<file path="src/rtl/sudoku_pkg.sv">
// Shared types and size helpers for the sudoku board engine and its address map.
package sudoku_pkg;

  localparam int unsigned BOX_DIM_DEFAULT = 3;

  typedef enum logic [1:0] {
    IDLE     = 2'd0,
    LOAD     = 2'd1,
    VALIDATE = 2'd2
  } engine_state_t;

  function automatic int unsigned n_of(input int unsigned box_dim);
    return box_dim * box_dim;
  endfunction

  function automatic int unsigned val_w(input int unsigned box_dim);
    return $clog2(box_dim * box_dim + 1);
  endfunction

endpackage

</file>
<file path="src/rtl/sudoku_board_engine_if.sv">
// Front-end facing bundle: puzzle load stream, edit/move strobes, scan control and board view.
interface sudoku_board_engine_if #(
  parameter int unsigned BOX_DIM = sudoku_pkg::BOX_DIM_DEFAULT
);
  import sudoku_pkg::*;

  localparam int unsigned N     = n_of(BOX_DIM);
  localparam int unsigned VAL_W = val_w(BOX_DIM);
  localparam int unsigned POS_W = $clog2(N);

  logic                              load_start;
  logic                              load_valid;
  logic [VAL_W-1:0]                  load_value;
  logic                              load_ready;
  logic                              load_done;
  logic                              move_up;
  logic                              move_down;
  logic                              move_left;
  logic                              move_right;
  logic                              write_en;
  logic [VAL_W-1:0]                  user_value;
  logic                              edit_reject;
  logic                              validate_start;
  logic                              valid_done;
  logic                              board_ok;
  logic                              board_full;
  logic                              busy;
  logic [POS_W-1:0]                  cursor_row;
  logic [POS_W-1:0]                  cursor_col;
  logic [N-1:0][N-1:0][VAL_W-1:0]    display_grid;
  logic [N-1:0][N-1:0]               given_mask;

  modport master (
    output load_start, load_valid, load_value, move_up, move_down, move_left, move_right,
           write_en, user_value, validate_start,
    input  load_ready, load_done, edit_reject, valid_done, board_ok, board_full, busy,
           cursor_row, cursor_col, display_grid, given_mask
  );

  modport slave (
    input  load_start, load_valid, load_value, move_up, move_down, move_left, move_right,
           write_en, user_value, validate_start,
    output load_ready, load_done, edit_reject, valid_done, board_ok, board_full, busy,
           cursor_row, cursor_col, display_grid, given_mask
  );

endinterface

</file>
<file path="src/rtl/sudoku_unit_addr.sv">
// Maps scan position (unit, element) to a grid cell: units are rows, then columns, then boxes.
module sudoku_unit_addr
  import sudoku_pkg::*;
#(
  parameter  int unsigned BOX_DIM = BOX_DIM_DEFAULT,
  localparam int unsigned N       = n_of(BOX_DIM),
  localparam int unsigned POS_W   = $clog2(N),
  localparam int unsigned UNIT_W  = $clog2(3 * N)
) (
  input  logic [UNIT_W-1:0] unit_idx,
  input  logic [POS_W-1:0]  elem_idx,
  output logic [POS_W-1:0]  row,
  output logic [POS_W-1:0]  col
);

  int unsigned u;
  int unsigned k;
  int unsigned b;

  always_comb begin
    u   = 32'(unit_idx);
    k   = 32'(elem_idx);
    b   = 0;
    row = elem_idx;
    col = elem_idx;
    if (u < N) begin
      row = POS_W'(u);
    end else if (u < 2 * N) begin
      col = POS_W'(u - N);
    end else begin
      b   = u - 2 * N;
      row = POS_W'((b / BOX_DIM) * BOX_DIM + k / BOX_DIM);
      col = POS_W'((b % BOX_DIM) * BOX_DIM + k % BOX_DIM);
    end
  end

endmodule

</file>
<file path="src/rtl/sudoku_board_engine.sv">
// Board-state engine: grid/given storage, streamed puzzle load, cursor edits and a
// one-cell-per-cycle duplicate/emptiness scan over all rows, columns and boxes.
module sudoku_board_engine
  import sudoku_pkg::*;
#(
  parameter int unsigned BOX_DIM = BOX_DIM_DEFAULT
) (
  input  logic                  clock,
  input  logic                  reset,
  sudoku_board_engine_if.slave  bus
);

  localparam int unsigned N      = n_of(BOX_DIM);
  localparam int unsigned VAL_W  = val_w(BOX_DIM);
  localparam int unsigned POS_W  = $clog2(N);
  localparam int unsigned IDX_W  = $clog2(N * N);
  localparam int unsigned UNIT_W = $clog2(3 * N);

  engine_state_t                  state_q, state_d;
  logic [N-1:0][N-1:0][VAL_W-1:0] grid_q, grid_d;
  logic [N-1:0][N-1:0]            mask_q, mask_d;
  logic [POS_W-1:0]               row_q, row_d, col_q, col_d;
  logic [IDX_W-1:0]               idx_q, idx_d;
  logic [UNIT_W-1:0]              unit_q, unit_d;
  logic [POS_W-1:0]               elem_q, elem_d;
  logic [N-1:0]                   seen_q, seen_d;
  logic                           ok_acc_q, ok_acc_d, full_acc_q, full_acc_d;
  logic                           board_ok_q, board_ok_d, board_full_q, board_full_d;
  logic                           load_done_q, load_done_d;
  logic                           edit_reject_q, edit_reject_d;
  logic                           valid_done_q, valid_done_d;

  logic [POS_W-1:0] scan_row, scan_col, load_row, load_col;
  logic [VAL_W-1:0] scan_val, load_val;
  logic [N-1:0]     seen_base, digit_bit;
  logic             ok_n, full_n;

  sudoku_unit_addr #(.BOX_DIM(BOX_DIM)) u_unit_addr (
    .unit_idx (unit_q),
    .elem_idx (elem_q),
    .row      (scan_row),
    .col      (scan_col)
  );

  // Scan datapath: seen mask restarts at the first element of every unit.
  assign scan_val  = grid_q[scan_row][scan_col];
  assign seen_base = (elem_q == '0) ? '0 : seen_q;
  assign digit_bit = (scan_val == '0) ? '0 : (N'(1) << (scan_val - VAL_W'(1)));
  assign ok_n      = ok_acc_q & ~|(seen_base & digit_bit);
  assign full_n    = full_acc_q & (scan_val != '0);

  // Out-of-range load values are stored as empty, non-given cells.
  assign load_row = POS_W'(32'(idx_q) / N);
  assign load_col = POS_W'(32'(idx_q) % N);
  assign load_val = (bus.load_value > VAL_W'(N)) ? '0 : bus.load_value;

  always_comb begin
    state_d       = state_q;
    grid_d        = grid_q;
    mask_d        = mask_q;
    row_d         = row_q;
    col_d         = col_q;
    idx_d         = idx_q;
    unit_d        = unit_q;
    elem_d        = elem_q;
    seen_d        = seen_q;
    ok_acc_d      = ok_acc_q;
    full_acc_d    = full_acc_q;
    board_ok_d    = board_ok_q;
    board_full_d  = board_full_q;
    load_done_d   = 1'b0;
    edit_reject_d = 1'b0;
    valid_done_d  = 1'b0;

    case (state_q)
      IDLE: begin
        if (bus.load_start) begin
          state_d      = LOAD;
          grid_d       = '0;
          mask_d       = '0;
          board_ok_d   = 1'b0;
          board_full_d = 1'b0;
          idx_d        = '0;
        end else if (bus.validate_start) begin
          state_d    = VALIDATE;
          unit_d     = '0;
          elem_d     = '0;
          seen_d     = '0;
          ok_acc_d   = 1'b1;
          full_acc_d = 1'b1;
        end else begin
          // Write targets the pre-move cursor; moves land on the same edge.
          if (bus.write_en) begin
            if (mask_q[row_q][col_q] || (bus.user_value > VAL_W'(N))) begin
              edit_reject_d = 1'b1;
            end else begin
              grid_d[row_q][col_q] = bus.user_value;
            end
          end
          if (bus.move_up && !bus.move_down) begin
            row_d = (row_q == '0) ? POS_W'(N - 1) : row_q - POS_W'(1);
          end else if (bus.move_down && !bus.move_up) begin
            row_d = (row_q == POS_W'(N - 1)) ? '0 : row_q + POS_W'(1);
          end
          if (bus.move_left && !bus.move_right) begin
            col_d = (col_q == '0) ? POS_W'(N - 1) : col_q - POS_W'(1);
          end else if (bus.move_right && !bus.move_left) begin
            col_d = (col_q == POS_W'(N - 1)) ? '0 : col_q + POS_W'(1);
          end
        end
      end

      LOAD: begin
        if (bus.load_valid) begin
          grid_d[load_row][load_col] = load_val;
          mask_d[load_row][load_col] = (load_val != '0);
          if (idx_q == IDX_W'(N * N - 1)) begin
            state_d     = IDLE;
            load_done_d = 1'b1;
            row_d       = '0;
            col_d       = '0;
            idx_d       = '0;
          end else begin
            idx_d = idx_q + IDX_W'(1);
          end
        end
      end

      VALIDATE: begin
        seen_d     = seen_base | digit_bit;
        ok_acc_d   = ok_n;
        full_acc_d = full_n;
        if (elem_q == POS_W'(N - 1)) begin
          elem_d = '0;
          unit_d = unit_q + UNIT_W'(1);
          if (unit_q == UNIT_W'(3 * N - 1)) begin
            state_d      = IDLE;
            board_ok_d   = ok_n;
            board_full_d = full_n;
            valid_done_d = 1'b1;
          end
        end else begin
          elem_d = elem_q + POS_W'(1);
        end
      end

      default: state_d = IDLE;
    endcase
  end

  always_ff @(posedge clock or posedge reset) begin
    if (reset) begin
      state_q       <= IDLE;
      grid_q        <= '0;
      mask_q        <= '0;
      row_q         <= '0;
      col_q         <= '0;
      idx_q         <= '0;
      unit_q        <= '0;
      elem_q        <= '0;
      seen_q        <= '0;
      ok_acc_q      <= 1'b0;
      full_acc_q    <= 1'b0;
      board_ok_q    <= 1'b0;
      board_full_q  <= 1'b0;
      load_done_q   <= 1'b0;
      edit_reject_q <= 1'b0;
      valid_done_q  <= 1'b0;
    end else begin
      state_q       <= state_d;
      grid_q        <= grid_d;
      mask_q        <= mask_d;
      row_q         <= row_d;
      col_q         <= col_d;
      idx_q         <= idx_d;
      unit_q        <= unit_d;
      elem_q        <= elem_d;
      seen_q        <= seen_d;
      ok_acc_q      <= ok_acc_d;
      full_acc_q    <= full_acc_d;
      board_ok_q    <= board_ok_d;
      board_full_q  <= board_full_d;
      load_done_q   <= load_done_d;
      edit_reject_q <= edit_reject_d;
      valid_done_q  <= valid_done_d;
    end
  end

  assign bus.load_ready   = (state_q == LOAD);
  assign bus.busy         = (state_q != IDLE);
  assign bus.load_done    = load_done_q;
  assign bus.edit_reject  = edit_reject_q;
  assign bus.valid_done   = valid_done_q;
  assign bus.board_ok     = board_ok_q;
  assign bus.board_full   = board_full_q;
  assign bus.cursor_row   = row_q;
  assign bus.cursor_col   = col_q;
  assign bus.display_grid = grid_q;
  assign bus.given_mask   = mask_q;

endmodule

</file>
<file path="src/flat_wrapper.sv">
// flat-port wrapper written by rule: the top's interface ports become plain ports
module sudoku_board_engine_flat import sudoku_pkg::*;
#(
  parameter int unsigned BOX_DIM = BOX_DIM_DEFAULT
)
  (clock, reset, bus_load_start, bus_load_valid, bus_load_value, bus_move_up, bus_move_down, bus_move_left, bus_move_right, bus_write_en, bus_user_value, bus_validate_start, bus_load_ready, bus_load_done, bus_edit_reject, bus_valid_done, bus_board_ok, bus_board_full, bus_busy, bus_cursor_row, bus_cursor_col, bus_display_grid, bus_given_mask);
  sudoku_board_engine_if #(.BOX_DIM(BOX_DIM)) bus_i ();
  input  logic clock;
  input  logic reset;
  input wire logic [$bits(bus_i.load_start)-1:0] bus_load_start;
  input wire logic [$bits(bus_i.load_valid)-1:0] bus_load_valid;
  input wire logic [$bits(bus_i.load_value)-1:0] bus_load_value;
  input wire logic [$bits(bus_i.move_up)-1:0] bus_move_up;
  input wire logic [$bits(bus_i.move_down)-1:0] bus_move_down;
  input wire logic [$bits(bus_i.move_left)-1:0] bus_move_left;
  input wire logic [$bits(bus_i.move_right)-1:0] bus_move_right;
  input wire logic [$bits(bus_i.write_en)-1:0] bus_write_en;
  input wire logic [$bits(bus_i.user_value)-1:0] bus_user_value;
  input wire logic [$bits(bus_i.validate_start)-1:0] bus_validate_start;
  output wire logic [$bits(bus_i.load_ready)-1:0] bus_load_ready;
  output wire logic [$bits(bus_i.load_done)-1:0] bus_load_done;
  output wire logic [$bits(bus_i.edit_reject)-1:0] bus_edit_reject;
  output wire logic [$bits(bus_i.valid_done)-1:0] bus_valid_done;
  output wire logic [$bits(bus_i.board_ok)-1:0] bus_board_ok;
  output wire logic [$bits(bus_i.board_full)-1:0] bus_board_full;
  output wire logic [$bits(bus_i.busy)-1:0] bus_busy;
  output wire logic [$bits(bus_i.cursor_row)-1:0] bus_cursor_row;
  output wire logic [$bits(bus_i.cursor_col)-1:0] bus_cursor_col;
  output wire logic [$bits(bus_i.display_grid)-1:0] bus_display_grid;
  output wire logic [$bits(bus_i.given_mask)-1:0] bus_given_mask;
  assign bus_i.load_start = bus_load_start;
  assign bus_i.load_valid = bus_load_valid;
  assign bus_i.load_value = bus_load_value;
  assign bus_i.move_up = bus_move_up;
  assign bus_i.move_down = bus_move_down;
  assign bus_i.move_left = bus_move_left;
  assign bus_i.move_right = bus_move_right;
  assign bus_i.write_en = bus_write_en;
  assign bus_i.user_value = bus_user_value;
  assign bus_i.validate_start = bus_validate_start;
  assign bus_load_ready = bus_i.load_ready;
  assign bus_load_done = bus_i.load_done;
  assign bus_edit_reject = bus_i.edit_reject;
  assign bus_valid_done = bus_i.valid_done;
  assign bus_board_ok = bus_i.board_ok;
  assign bus_board_full = bus_i.board_full;
  assign bus_busy = bus_i.busy;
  assign bus_cursor_row = bus_i.cursor_row;
  assign bus_cursor_col = bus_i.cursor_col;
  assign bus_display_grid = bus_i.display_grid;
  assign bus_given_mask = bus_i.given_mask;
  sudoku_board_engine #(.BOX_DIM(BOX_DIM)) u_core (.clock(clock), .reset(reset), .bus(bus_i));
endmodule
</file>
<file path="config.mk">
export PLATFORM = sky130hd
export DESIGN_NAME = sudoku_board_engine_flat
export DESIGN_NICKNAME = d
export VERILOG_FILES = /design/src/rtl/sudoku_pkg.sv /design/src/rtl/sudoku_board_engine_if.sv /design/src/rtl/sudoku_unit_addr.sv /design/src/rtl/sudoku_board_engine.sv /design/src/flat_wrapper.sv
export SDC_FILE = /design/constraint.sdc
export NUM_CORES = 2
export LEC_CHECK = 0
export ABC_AREA = 1
export CAP_MARGIN = 0
export CORE_MARGIN = 2
export CORE_UTILIZATION = 40
export CTS_CLUSTER_SIZE = 8
export DETAILED_ROUTE_END_ITERATION = 8
export GPL_ROUTABILITY_DRIVEN = 0
export PLACE_DENSITY_LB_ADDON = 0.15
export SLEW_MARGIN = 20
export SYNTH_ARGS = -nofsm -noshare
export SYNTH_HDL_FRONTEND = slang
export SYNTH_SLANG_ARGS = --single-unit
</file>
<file path="constraint.sdc">
create_clock -name clock -period 22.3 [get_ports clock]
set_input_delay 5.575 -clock clock [delete_from_list [all_inputs] [get_ports clock]]
set_output_delay 5.575 -clock clock [all_outputs]
set_load 0.05 [all_outputs]
</file>
After elaboration in Yosys (flattened, before gate mapping)
Index checks and enable logic that the tools add are counted.
- output and inout bits: 420
- input bits: 18
- flip-flop bits (word level): 447
- reductions and logical operators: 33
- multipliers: 2
- add/sub/neg operators: 12
- equal/unequal tests: 21
- shift-type cells: 1
- magnitude comparators: 14
- bitwise gates (word level): 4
- multiplexer cells: 99
- divide/modulo/power cells: 6
- operators by type and width (kind ; number):
    324-bit two-way mux ; 5
    324-bit bitwise mux ; 2
    324-bit one-hot mux with 2 select lines ; 1
    36-bit demux with 4-bit select ; 2
    81-bit two-way mux ; 2
    81-bit one-hot mux with 2 select lines ; 1
    36-bit binary-select mux with 4-bit select ; 1
    36-bit two-way mux ; 3
    4-bit two-way mux ; 25
    81-bit bitwise mux ; 1
    32-bit by 2-bit multiplier with 4-bit output (second input constant) ; 2
    9-bit two-way mux ; 6
    9-bit binary-select mux with 4-bit select ; 1
    9-bit demux with 4-bit select ; 1
    4-bit demux with 4-bit select ; 2
    32-bit by 2-bit divider with 32-bit output (second input constant) ; 1
    4-bit by 2-bit divider with 32-bit output (second input constant) ; 1
    7-bit by 4-bit divider with 32-bit output (second input constant) ; 1
    32-bit by 2-bit modulo with 32-bit output (second input constant) ; 1
    4-bit by 2-bit modulo with 32-bit output (second input constant) ; 1
    7-bit by 4-bit modulo with 32-bit output (second input constant) ; 1
    4-bit by 5-bit less-than comparator with 1-bit output (second input constant) ; 6
    4-bit one-hot mux with 2 select lines ; 3
    7-bit two-way mux ; 3
    47 further kinds ; 119

Depth between registers and ports, before layout
- depth in word-level cells: 20
- mapped depth: 56

Modules after synthesis
Synthesis repeated with hierarchy kept, for this count alone.
- cell total of the unflattened synthesis: 5180
- area total of the unflattened synthesis: 33319.5 um^2
- modules (own cells, without submodules) (module ; area each (um^2) ; instances ; cells an instance):
    sudoku_board_engine ; 30584.3 ; 1 ; 4711
    sudoku_unit_addr ; 2735.1 ; 1 ; 469

Worst setup path after synthesis
No wires, ideal clock.
- path type: flip-flop to flip-flop
- start: reg u_core.unit_q[1]
- end: reg u_core.ok_acc_q
- stages on the path, launching flop included: 56
- path slack: 14459 ps
- buffers on the path: 3
- library setup time: 130 ps
- clock period less this slack: 7841 ps
- data arrival time: 7711 ps
- cell sequence: dfrtp_1 > inv_2 > ha_1 > inv_1 > nand2_1 > nand2_1 > inv_1 > nand3_1 > nand2_1 > inv_1 > ha_1 > inv_1 > nand3_1 > nand2_1 > nand2_1 > inv_1 > ha_1 > a21oi_1 > [20 not listed] > o22ai_1 > a21oi_1 > nand2_1 > nand3_1 > nand3_1 > nand3_1 > nand3b_1 > nand2_1 > nor2_1 > ha_1 > clkbuf_1 > inv_1 > nor2_1 > nand4_1 > nand2_1 > nor2_1 > nand3_1 > a21oi_1
- longest elaborated chain between the ends: 18
- elaborated cells on any way between the ends: 27
- RTL lines (what ; line ; RTL):
    start: declaration ; sudoku_board_engine.sv:24 ; logic [UNIT_W-1:0] unit_q, unit_d;
    start signal: assignment ; sudoku_board_engine.sv:176 ; unit_q <= unit_d;
    5-bit by 5-bit subtractor with 6-bit output ; sudoku_unit_addr.sv:31 ; b = u - 2 * N;
    32-bit by 2-bit divider with 32-bit output ; sudoku_unit_addr.sv:32 ; row = POS_W'((b / BOX_DIM) * BOX_DIM + k / BOX_DIM);
    32-bit by 2-bit multiplier with 4-bit output ; sudoku_unit_addr.sv:32 ;
    4-bit adder ; sudoku_unit_addr.sv:32 ;
    4-bit two-way mux ; sudoku_unit_addr.sv:28 ; end else if (u < 2 * N) begin
    4-bit two-way mux ; sudoku_unit_addr.sv:26 ; if (u < N) begin
    36-bit binary-select mux with 4-bit select ; sudoku_board_engine.sv:46 ; assign scan_val = grid_q[scan_row][scan_col];
    36-bit two-way mux (implied by the code) ; sudoku_board_engine.sv:46 ;
    [2 not listed] ; -- ;
    4-bit by 1-bit subtractor with 4-bit output ; sudoku_board_engine.sv:48 ; assign digit_bit = (scan_val == '0) ? '0 : (N'(1) << (scan_val - VAL_W'(1)));
    1-bit by 4-bit << shifter with 9-bit output ; sudoku_board_engine.sv:48 ;
    9-bit two-way mux * ; sudoku_board_engine.sv:48 ;
    9-bit AND * ; sudoku_board_engine.sv:49 ; assign ok_n = ok_acc_q & ~|(seen_base & digit_bit);
    9-bit OR reduction * ; sudoku_board_engine.sv:49 ;
    1-bit logical NOT * ; sudoku_board_engine.sv:49 ;
    1-bit AND * ; sudoku_board_engine.sv:49 ;
    1-bit one-hot mux with 2 select lines * ; sudoku_board_engine.sv:75 ; case (state_q)
    end signal: assignment ; sudoku_board_engine.sv:179 ; ok_acc_q <= ok_acc_d;
    end: declaration ; sudoku_board_engine.sv:27 ; logic ok_acc_q, ok_acc_d, full_acc_q, full_acc_d;
Mark *: on every way between the ends. The rest lies on a longest branch, timed or not. The select of a mux whose other input is x is not followed.
A chain may end at the register's enable or synchronous reset.

Final worst setup path
Ends and elaborated chain as after synthesis.

==> results.toml <==
[outcome]
status = "finished, final reports clean"

[worst_setup_path]
crit_path_start_kind = "register"
path_max_fanout = 15
critPathSlowestCell = "inv_1"
worst-path-buf-inv = 11
path_class = "reg2reg"
max_stage_delay_ps = 700
crit_path_end_kind = "register"
timing.critical_path.mode_cell = "nand2_1"
cp_top_family = "simple AND/OR/NAND/NOR gates"
crit_required_ps = 22800
cp.arrival_ps = 10560

[global_route]
grt_max_degree = 151
grt_remaining_overflow = 0
antenna_found_initial = 4
grt_usage_pct = 38.7
grt_pass1_wl_um = 221000
grt_pass1_vias = 31900

[clock_network]
root_buffer = "clkbuf_16"
post_cts_resized = 0
cts_max_path_buffers = 3
cts_setup_buffers = 0
cts.sinks = 447
cts_tree = "built"
cts_htree_levels = 3
holdBufCountCts = 0
cts.reportedPaths.clkPinSlew_ps = 60
cts_inserted_buffers = 66
clkLatencyLatePin_ps = 640

[synth]
synth_area_leaders = "dfrtp_1 (37%), nand2_1 (17%), o21ai_0 (8.9%), nor2_1 (7.9%), o22ai_1 (3.8%)"
synth_cell_types = 69
synth_top_area_share_pct = 37.0
yosys.area.top_type = "dfrtp_1"
yosysSeqAreaShare_pct = 37.0
synth-seq-cells = 447
synth_async_sr_flop_share_pct = 100
synthFlopType = "dfrtp_1"
synth_area_per_cell_um2 = 6.76
synth_edf_count = 0
synthCells = 4468
syn_area_um2 = 30200
syn_nets = 4536
yosys_warnings = 0

[sta]
max-slew-margin-rel_pct = 22.0
tightest_slew_ps = 1170
min_period_over_period_pct = 45.1
finalCriticalPeriod_ps = 10070
max_freq_mhz = 99.3
setup_viol = 0
drv_slew = 0
finalSetupTns_ps = 0
rsz0062_at_grt = "no"
skew_ps = 30.0
hold_viol = 0

[floorplanning]
die_area_um2 = 77800
chipWidth_um = 279
row_count = 100
die_h_um = 279
ios = 438
core-area_um2 = 74600
start_util_pct = 40.5

[drt]
ant_nets = 0
drcViolationCount = 0
wl_um = 154000
num_vias = 34900
viasPerCell = 6.02
avgRoutedWirePerCell_um = 26.7
dr.pass1.iters = 8
drtIter0Drc = 4862

[finish]
nets = 4875
area_growth_pct = 22.8
fillerInstances = 7525
drive_above_1_share_pct = 7.14
final_core_util_pct = 49.8

[run]
cap_viol_max_count = 0

[worst_hold_path]
hold_path.class = "reg2reg"

[power_and_ir_drop]
ir_drop_mv = 0.129
cellLeakagePower_nw = 16.4
power_w = 0.00611
power_density_nw_per_um2 = 165

[place]
port_buffers = 437
hpwl_um = 108000
## per-layer routing
metal	track usage, %	wire length, um	up-vias
li1	-	-	15400
met1	47.9	56600	16300
met2	57.0	64800	2572
met3	9.99	18200	638
met4	31.1	14900	0
met5	0	0	-
## per-stage QoR
step           setup WS [ps]  hold slack, ps  cells  area [um2]
2_1_floorplan           4270             495   4468       30200
4_1_cts                12670             495   5786       37100
5_1_grt                11760             535   5787       37100
3_5_place_dp           12690             482   5708       35300
6_report               12230             486   5789       37100
3_3_place_gp           12940             473   5708       35300
## flip-flops by register name, summed over array words and instances (netlist names), 2 cells and up
register and count:
u_core.bus.given_mask 81, u_core.unit_q 5, u_core.state_q 2, u_core.bus.display_grid 324, u_core.bus.cursor_col 4, u_core.bus.cursor_row 4
u_core.idx_q 7, u_core.seen_q 9, u_core.elem_q 4
## synthesized netlist by cell type (3+ instances only)
cell          n
o211ai_1     31
or2_2         5
a21oi_4       5
nand2_4       8
buf_2         9
nor2_8        4
nand3_1     166
a31oi_1       4
nor2_1      632
o21a_1       13
o21ai_0     540
a22oi_1       6
nor3_1       31
buf_6         7
a21oi_1     107
o22ai_1     183
o311ai_0      4
nor2_4        6
nand3_4      16
clkbuf_1    167
o221ai_1      6
o21ai_1      23
ha_1         44
o21bai_1      4
dfrtp_1     447
nand3_2      37
o32ai_1      12
nand3b_1      4
o22a_1        9
buf_8         3
xor2_1       20
o2111ai_1     4
a21oi_2      11
buf_1        20
inv_1       285
nor4_1        5
clkinv_1     23
nor2_2       11
inv_2        24
clkinv_2      7
fa_1          6
nand2_2      51
nand4_1      54
nand2_1    1374
clkbuf_8      7
## kinds of logic (layout without fill, tap and decap cells)
group / count (synthesis) / count (layout) / synth area share, %
XOR/XNOR: 23 / 23 / 0.692
flip-flops: 447 / 447 / 37.0
adder cells (fa/ha/maj): 50 / 50 / 2.22
other: 0 / 3 / 0
multiplexers: 2 / 2 / 0.0663
AO/OA/AOI/OAI: 976 / 976 / 18.3
buffers and inverters: 558 / 907 / 7.60
AND/OR/NAND/NOR: 2412 / 2412 / 34.1
## report_power, final
| group | total (W) | internal [W] | switching [W] | leakage (nW) |
|---|---|---|---|---|
| sequential | 0.00114 | 0.000937 | 0.000204 | 6.03 |
| clock | 0.000945 | 0.000547 | 0.000397 | 0.889 |
| combinational | 0.00402 | 0.00114 | 0.00288 | 9.44 |
| total | 0.00611 | 0.00262 | 0.00349 | 16.4 |
## worst paths after layout
| check | start | to | slack [ps] | cells past startpoint |
|---|---|---|---|---|
| worst max-delay path | u_core.unit_q[1] | u_core.ok_acc_q | 12230 | 53 |
| worst min-delay path | u_core.bus.board_full | u_core.bus.board_full | 490 | 2 |
| worst max register to register | u_core.unit_q[1] | u_core.ok_acc_q | 12230 | 53 |
| worst min register to register | u_core.bus.board_full | u_core.bus.board_full | 490 | 2 |
| max in group asynchronous | reset | u_core.bus.display_grid[185] | 13700 | 5 |
| min in group asynchronous | reset | u_core.bus.display_grid[105] | 5500 | 2 |
## final cells by class
class	instances	area (um2)	area share [%]
antenna	3	7.51	0.0202
clock buffer	72	1740	4.68
clock inverter	6	67.6	0.182
inverter	341	1310	3.54
multi-input combinational	3463	16800	45.3
sequential	447	11200	30.1
tap	969	1210	3.27
timing repair buffer	488	4780	12.9
## cell usage in the layout, fill, tap and decap left out, types with 5 or more instances in the layout
cell type        netlist  routed
a21oi_1              107     107
a21oi_2               11      11
a21oi_4                5       5
a22oi_1                6       6
buf_4                  2      49
clkbuf_16              0      68
clkdlybuf4s50_1        0     437
clkinv_1              23      21
clkinv_2               7       9
dfrtp_1              447     447
fa_1                   6       6
ha_1                  44      44
inv_1                285     278
inv_2                 24      27
inv_4                  2       6
nand2_1             1374    1370
nand2_2               51      53
nand2_4                8      10
nand3_1              166     165
nand3_2               37      38
nand3_4               16      16
nand4_1               54      54
nor2_1               632     627
nor2_2                11      15
nor2_4                 6       7
nor3_1                31      30
nor4_1                 5       5
o211ai_1              31      31
o21a_1                13      13
o21ai_0              540     539
o21ai_1               23      22
o221ai_1               6       6
o22a_1                 9       9
o22ai_1              183     183
o32ai_1               12      12
or2_2                  5       5
xor2_1                20      20
## worst register-to-register path: cells and delay by family (launching register included)
family / cells / cell delay (ps)
buffers and inverters: 11 / 1990
adders and majority gates: 8 / 2560
DFF: 1 / 640
and+or+nand+nor: 27 / 3840
AOI/OAI and AO/OA: 7 / 910
(Power assumes the default switching activity.)
